[src/rtl/sdhci_sdma.sv]
// SDHCI single-channel SDMA: moves 32-bit buffer words to/from system memory over OBI, pausing at buffer boundaries.
// Latency: 2 cycles per word with immediate gnt/rvalid, one OBI transaction outstanding; stalls on gnt, rvalid and buffer ready.
module sdhci_sdma #(
    parameter int AddrWidth = 32
) (
    input  logic                 clk_i,
    input  logic                 rst_i,
    input  logic                 start_i,
    input  logic                 dir_read_i,
    input  logic [AddrWidth-1:0] sys_addr_i,
    input  logic [11:0]          block_size_i,
    input  logic [15:0]          block_count_i,
    input  logic [2:0]           boundary_i,
    input  logic                 resume_i,
    input  logic                 abort_i,
    input  logic                 buf_rd_ready_i,
    input  logic [31:0]          buf_rdata_i,
    output logic                 buf_rd_o,
    input  logic                 buf_wr_ready_i,
    output logic [31:0]          buf_wdata_o,
    output logic                 buf_wr_o,
    output logic                 mem_req_o,
    output logic [AddrWidth-1:0] mem_addr_o,
    output logic                 mem_we_o,
    output logic [3:0]           mem_be_o,
    output logic [31:0]          mem_wdata_o,
    input  logic                 mem_gnt_i,
    input  logic                 mem_rvalid_i,
    input  logic [31:0]          mem_rdata_i,
    input  logic                 mem_err_i,
    output logic                 busy_o,
    output logic                 dma_int_o,
    output logic                 done_o,
    output logic                 error_o,
    output logic [AddrWidth-1:0] cur_addr_o
);

    localparam logic [2:0] IDLE     = 3'd0;
    localparam logic [2:0] WAIT_BLK = 3'd1;
    localparam logic [2:0] XFER     = 3'd2;
    localparam logic [2:0] RESP     = 3'd3;
    localparam logic [2:0] PAUSE    = 3'd4;
    localparam logic [2:0] DRAIN    = 3'd5;

    logic [2:0]           state;
    logic                 dir_read;
    logic [9:0]           blk_words;
    logic [9:0]           words_left;
    logic [15:0]          blocks_left;
    logic [AddrWidth-1:0] cur_addr;
    logic [AddrWidth-1:0] bnd_mask;

    logic [AddrWidth-1:0] next_addr;
    logic                 blk_end;
    logic [15:0]          next_blocks;

    assign next_addr   = cur_addr + AddrWidth'(4);
    assign blk_end     = (words_left == 10'd1);
    assign next_blocks = blk_end ? blocks_left - 16'd1 : blocks_left;

    // OBI A channel is driven straight from state so reset drops the request at once.
    assign mem_req_o   = (state == XFER);
    assign mem_addr_o  = mem_req_o ? cur_addr : '0;
    assign mem_we_o    = mem_req_o & dir_read;
    assign mem_be_o    = mem_req_o ? 4'hF : 4'h0;
    assign mem_wdata_o = mem_we_o ? buf_rdata_i : 32'h0;
    assign buf_rd_o    = mem_we_o & mem_gnt_i;

    assign buf_wr_o    = (state == RESP) & mem_rvalid_i & ~mem_err_i & ~abort_i & ~dir_read;
    assign buf_wdata_o = buf_wr_o ? mem_rdata_i : 32'h0;

    assign busy_o      = (state != IDLE);
    assign cur_addr_o  = cur_addr;

    always_ff @(posedge clk_i or posedge rst_i) begin
        if (rst_i) begin
            state       <= IDLE;
            dir_read    <= 1'b0;
            blk_words   <= '0;
            words_left  <= '0;
            blocks_left <= '0;
            cur_addr    <= '0;
            bnd_mask    <= '0;
            done_o      <= 1'b0;
            error_o     <= 1'b0;
            dma_int_o   <= 1'b0;
        end else begin
            done_o    <= 1'b0;
            error_o   <= 1'b0;
            dma_int_o <= 1'b0;
            case (state)
                IDLE: begin
                    if (start_i) begin
                        dir_read    <= dir_read_i;
                        blk_words   <= 10'(block_size_i >> 2);
                        words_left  <= 10'(block_size_i >> 2);
                        blocks_left <= block_count_i;
                        cur_addr    <= sys_addr_i;
                        bnd_mask    <= (AddrWidth'(4096) << boundary_i) - AddrWidth'(1);
                        if (block_count_i == 16'd0) begin
                            done_o <= 1'b1;
                        end else begin
                            state <= WAIT_BLK;
                        end
                    end
                end
                WAIT_BLK: begin
                    if (abort_i) begin
                        state <= IDLE;
                    end else if (dir_read ? buf_rd_ready_i : buf_wr_ready_i) begin
                        state <= XFER;
                    end
                end
                XFER: begin
                    // A granted request must still see its response before going idle.
                    if (mem_gnt_i) begin
                        state <= abort_i ? DRAIN : RESP;
                    end else if (abort_i) begin
                        state <= IDLE;
                    end
                end
                RESP: begin
                    if (abort_i) begin
                        // Response arriving with the abort is discarded like a drained one.
                        state <= mem_rvalid_i ? IDLE : DRAIN;
                    end else if (mem_rvalid_i) begin
                        if (mem_err_i) begin
                            error_o <= 1'b1;
                            state   <= IDLE;
                        end else begin
                            cur_addr    <= next_addr;
                            words_left  <= blk_end ? blk_words : words_left - 10'd1;
                            blocks_left <= next_blocks;
                            if (blk_end && next_blocks == 16'd0) begin
                                done_o <= 1'b1;
                                state  <= IDLE;
                            end else if ((next_addr & bnd_mask) == '0) begin
                                dma_int_o <= 1'b1;
                                state     <= PAUSE;
                            end else begin
                                state <= blk_end ? WAIT_BLK : XFER;
                            end
                        end
                    end
                end
                PAUSE: begin
                    if (abort_i) begin
                        state <= IDLE;
                    end else if (resume_i) begin
                        cur_addr <= sys_addr_i;
                        state    <= (words_left == blk_words) ? WAIT_BLK : XFER;
                    end
                end
                DRAIN: begin
                    if (mem_rvalid_i) begin
                        state <= IDLE;
                    end
                end
                default: state <= IDLE;
            endcase
        end
    end

endmodule

[config.mk]
export PLATFORM = sky130hd
export DESIGN_NAME = sdhci_sdma
export DESIGN_NICKNAME = d
export VERILOG_FILES = /design/src/rtl/sdhci_sdma.sv
export SDC_FILE = /design/constraint.sdc
export NUM_CORES = 1
export LEC_CHECK = 0
export ABC_AREA = 1
export BUFFER_PORTS_ARGS = -buffer_cell sky130_fd_sc_hd__buf_2
export CORE_MARGIN = 2
export CORE_UTILIZATION = 45
export DETAILED_ROUTE_END_ITERATION = 10
export HOLD_SLACK_MARGIN = 0.05
export PLACE_DENSITY = 0.84
export SETUP_SLACK_MARGIN = 0.15
export SLEW_MARGIN = 25
export SYNTH_ARGS = -nofsm -noshare
export SYNTH_HDL_FRONTEND = slang
export SYNTH_SLANG_ARGS = --single-unit
[constraint.sdc]
create_clock -name clk_i -period 3.65 [get_ports clk_i]
set_clock_uncertainty 0.05 [all_clocks]
set_input_delay 0.365 -clock clk_i [delete_from_list [all_inputs] [get_ports clk_i]]
set_output_delay 0.365 -clock clk_i [all_outputs]
set_load 0.05 [all_outputs]
==> results.txt <==
The run finished with clean final reports. Measured against its own limit, the worst slew margin works out to around 37%. The boundary pin count is 278. The mapped netlist covers between 0.007 and 0.008 mm^2. The via count of the first global-routing pass was between 7000 and 8000.

In this run the critical register-to-register path is captured at state[1]. Walking the worst path, the cells encountered are nor3_1 -> inv_1 -> or2_2 -> nand2_2 -> nor2_8 -> inv_4 -> nor2_8 -> inv_2 -> nor2_4 -> inv_2 -> nor2_1 -> buf_2. The worst voltage drop across the vdd grid came out at approximately 530 uV. The multi-input combinational cells in the finished layout cover a total of slightly below 0.004 mm^2. Across all register-to-register paths, the minimum setup slack is between 900 and 1000 ps. After floorplanning, the core was divided into 45 placement rows. The register area is 0.00228 mm^2.

The nature of the critical path endpoint is an output pin. The worst hold path belongs to the class in2reg. The clock tree from TritonCTS is done. The share of the Yosys chip area taken by registers is 32.0%. The first global-routing pass estimated 37900 um of wire. The net count after synthesis came out at roughly 1300. Once placement finished, the instance area stood at 0.00862 mm^2. The launching point of the worst reg2reg path is cur_addr_o[3].

The global routing usage summed across all routing layers is between 20 and 30%. The number of buffers and inverters on the critical path came out at 5. The number of port buffers is roughly 280.

In this run the horizontal extent of the chip is roughly 130 um. The critical path is of the reg2out type. STA classifies the critical path startpoint as a register.

The achievable frequency is 0.320 GHz. The max capacitance violation total is 0. The final-report setup violation count is 0. The total number of nets in the final design came out at ~1500. The total core area is 0.0153 mm^2. The largest single stage delay on the critical path is 490 ps.

The CTS buffer count came out at 9. The count of final hold-check violations is 0. The synthesized area per cell came out at slightly above 6 um^2.

Measured along the y axis, the die boundary spans 130 um. The number of pins exceeding their max-slew limit in the final report is 0. Once detail routing completed, the nets flagged for antenna violations numbered 0.

The library cell used most frequently in the layout, excluding fill and tap cells, is sky130_fd_sc_hd__nand2_1. The routed layout has approximately 8500 vias. Of all flip-flops after synthesis, the portion carrying an async set or reset was 100%.

The violation count after the first detailed-route iteration is about 640. The number of cells on the worst hold path is 3. The number of antenna violations at the first check in global routing is 4.

The number of levels in the clock H-tree came out at 3. The tree is rooted in a sky130_fd_sc_hd__clkbuf_16. In this run the worst setup path begins at state[0]. Counting flops and latches in the post-synthesis netlist gives 91. The synthesis-to-finish area growth is 25.4%. Detailed placement ended at an HPWL of 19200 um.

With fillers left out, the area of the finished cells amounts to approximately 0.0089 mm^2. Yosys mapped a number of flops with a built-in enable equal to 0. The buffer depth of the longest clock path came out at 2. The final weighted congestion in routability-driven placement came out at roughly 1.0.

For this run, the number of Yosys warnings is 0. The layout has between 1500 and 2000 filler cells. The mean number of vias per cell is approximately 5.2. The most common flop cell mapped by yosys is sky130_fd_sc_hd__dfrtp_1. The maximum number of pins on one net before global-route repair came out at a little under 50. Of all nets on the critical path, the largest fanout is 32.

The final core utilization is about three fifths. Clock-pin slew was measured on the worst setup and hold paths at 70 ps. The master of the slowest instance on the critical path is sky130_fd_sc_hd__dfrtp_1.

The overall overflow remaining after global route is 0. The number of sinks handled by clock tree synthesis is 91. The worst path required time came out at 3230 ps. For this design the ratio of total power to cell area is ~850 mW/mm^2.

After routing, the total negative slack on setup checks comes to 0 ps. The starting density of the core is ~47%. Setup repair after global routing left no endpoint under its margin. The later pin in the worst-skew pair is clocked with a latency of ~350 ps. In this run, distinct cell masters in the synthesized netlist total 40. The final clock period utilization by the worst path is about 85%. The worst hold path terminates at cur_addr_o[1]. Counting buffers and inverters, the worst setup path is 12 cells deep.

The wire length per cell is approximately 15 um. Synthesis produced a netlist whose cell count is around 1100. The first-pass iteration count of the detailed router came out at 5. In this design, the largest share of critical-path delay is due to buffers and inverters. The post-cts sizing count is 0. The minimum clock period after layout is 3120 ps. The standby leakage power came out at 5.05 nW.

The DRC violation count after routing is 0. The die covers between 0.015 and 0.02 mm^2. In this run the most critical hold path is launched from sys_addr_i[1]. The data arrival time of the worst path is approximately 2700 ps. The aggregate routed wire length is around 25000 um. The depth of the most critical reg-to-reg path is 16. Leaving out fill and tap cells, the most frequent cells in the layout are 279 x sky130_fd_sc_hd__nand2_1, 275 x sky130_fd_sc_hd__buf_2, 210 x sky130_fd_sc_hd__nor2_1. The slew at the pin closest to its max-slew limit is between 900 and 1000 ps. The fraction of layout cells with a size suffix above 1 came out at about a quarter.
## metrics by stage
stage	cells	hold slack [ps]	total power, mW	setup slack [ps]
5_1_grt	1619	193	8.14	274
6_report	1619	176	7.57	529
3_3_place_gp	1598	348	6.53	937
2_1_floorplan	1145	387	5.45	170
3_5_place_dp	1598	350	6.60	887
4_1_cts	1615	172	7.55	492
## layout make-up
| class | count | area share (%) |
|---|---|---|
| inverter | 185 | 7.82 |
| antenna | 4 | 0.112 |
| tap | 211 | 2.96 |
| sequential | 91 | 25.5 |
| multi-input combinational | 829 | 44.3 |
| clock inverter | 4 | 0.266 |
| timing repair buffer | 283 | 16.1 |
| clock buffer | 12 | 2.98 |
## repair_timing
action / CTS / global route
endpoints found under the setup margin: 0 / 0
hold buffers: 1 / 0
setup buffers: 0 / 0
endpoints found under the hold margin: 27 / 0
## worst max-delay path by stage
stage / slack, ps / endpoint
after floorplan: 170 / mem_wdata_o[10]
after global placement: 940 / mem_wdata_o[8]
after detailed placement: 890 / mem_wdata_o[8]
after CTS: 490 / mem_wdata_o[8]
after global routing: 270 / mem_wdata_o[22]
final: 530 / buf_wdata_o[7]
## kinds of logic (layout without fill, tap and decap cells)
family	Yosys count	after routing	synth area share, %
compound gates	190	190	14.9
xor+xnor	13	13	1.60
fa+ha+maj	6	6	1.05
buf+inv	225	484	12.7
flops	91	91	32.0
other cells	0	4	0
simple gates	620	620	37.8
## report_power, final
| part | switching [mW] | internal [mW] | leakage (nW) |
|---|---|---|---|
| clock network | 0.408 | 0.516 | 0.148 |
| registers | 0.605 | 1.48 | 1.11 |
| logic | 3.32 | 1.24 | 3.79 |
## Yosys cell counts (4+ instances only)
master,number,area [um^2]
sky130_fd_sc_hd__o21ai_0,76,380
sky130_fd_sc_hd__a21oi_1,50,250
sky130_fd_sc_hd__nor2_1,210,788
sky130_fd_sc_hd__xnor2_1,5,43.8
sky130_fd_sc_hd__buf_6,5,56.3
sky130_fd_sc_hd__nand2_2,6,37.5
sky130_fd_sc_hd__inv_2,12,45.0
sky130_fd_sc_hd__nor3_1,8,40.0
sky130_fd_sc_hd__o21ai_1,7,35.0
sky130_fd_sc_hd__nand2_1,279,1050
sky130_fd_sc_hd__nand3_1,73,365
sky130_fd_sc_hd__xor2_1,8,70.1
sky130_fd_sc_hd__clkbuf_1,24,90.1
sky130_fd_sc_hd__nand4_1,11,68.8
sky130_fd_sc_hd__or2_2,4,25.0
sky130_fd_sc_hd__nor2_4,10,113
sky130_fd_sc_hd__dfrtp_1,91,2280
sky130_fd_sc_hd__o211ai_1,8,60.1
sky130_fd_sc_hd__ha_1,6,75.1
sky130_fd_sc_hd__buf_4,5,37.5
sky130_fd_sc_hd__nor2_2,5,31.3
sky130_fd_sc_hd__buf_1,6,22.5
sky130_fd_sc_hd__o22ai_1,33,206
sky130_fd_sc_hd__a22oi_1,7,52.6
sky130_fd_sc_hd__inv_1,169,634
## per-layer routing
metal | wire [um] | GRT usage [%] | vias up | share of wire, %
li1 | - | - | 4136 | -
met1 | 10400 | 37.6 | 3925 | 42
met2 | 11500 | 46.8 | 369 | 47
met3 | 1890 | 3.85 | 48 | 7.7
met4 | 734 | 13.7 | 0 | 3.0
met5 | 0 | 0 | - | 0
## registers in the layout, indices dropped and copies added (netlist names)
register / cells
blk_words: 10
blocks_left: 16
bnd_mask: 16
cur_addr_o: 32
dir_read: 1
dma_int_o: 1
done_o: 1
error_o: 1
state: 3
words_left: 10
## worst min-delay path: cells and delay by family
family | cells | cell delay (ps)
compound gates | 1 | 60
buf+inv | 1 | 80
simple gates | 1 | 40
No activity file was read; power rests on OpenSTA's default activity.
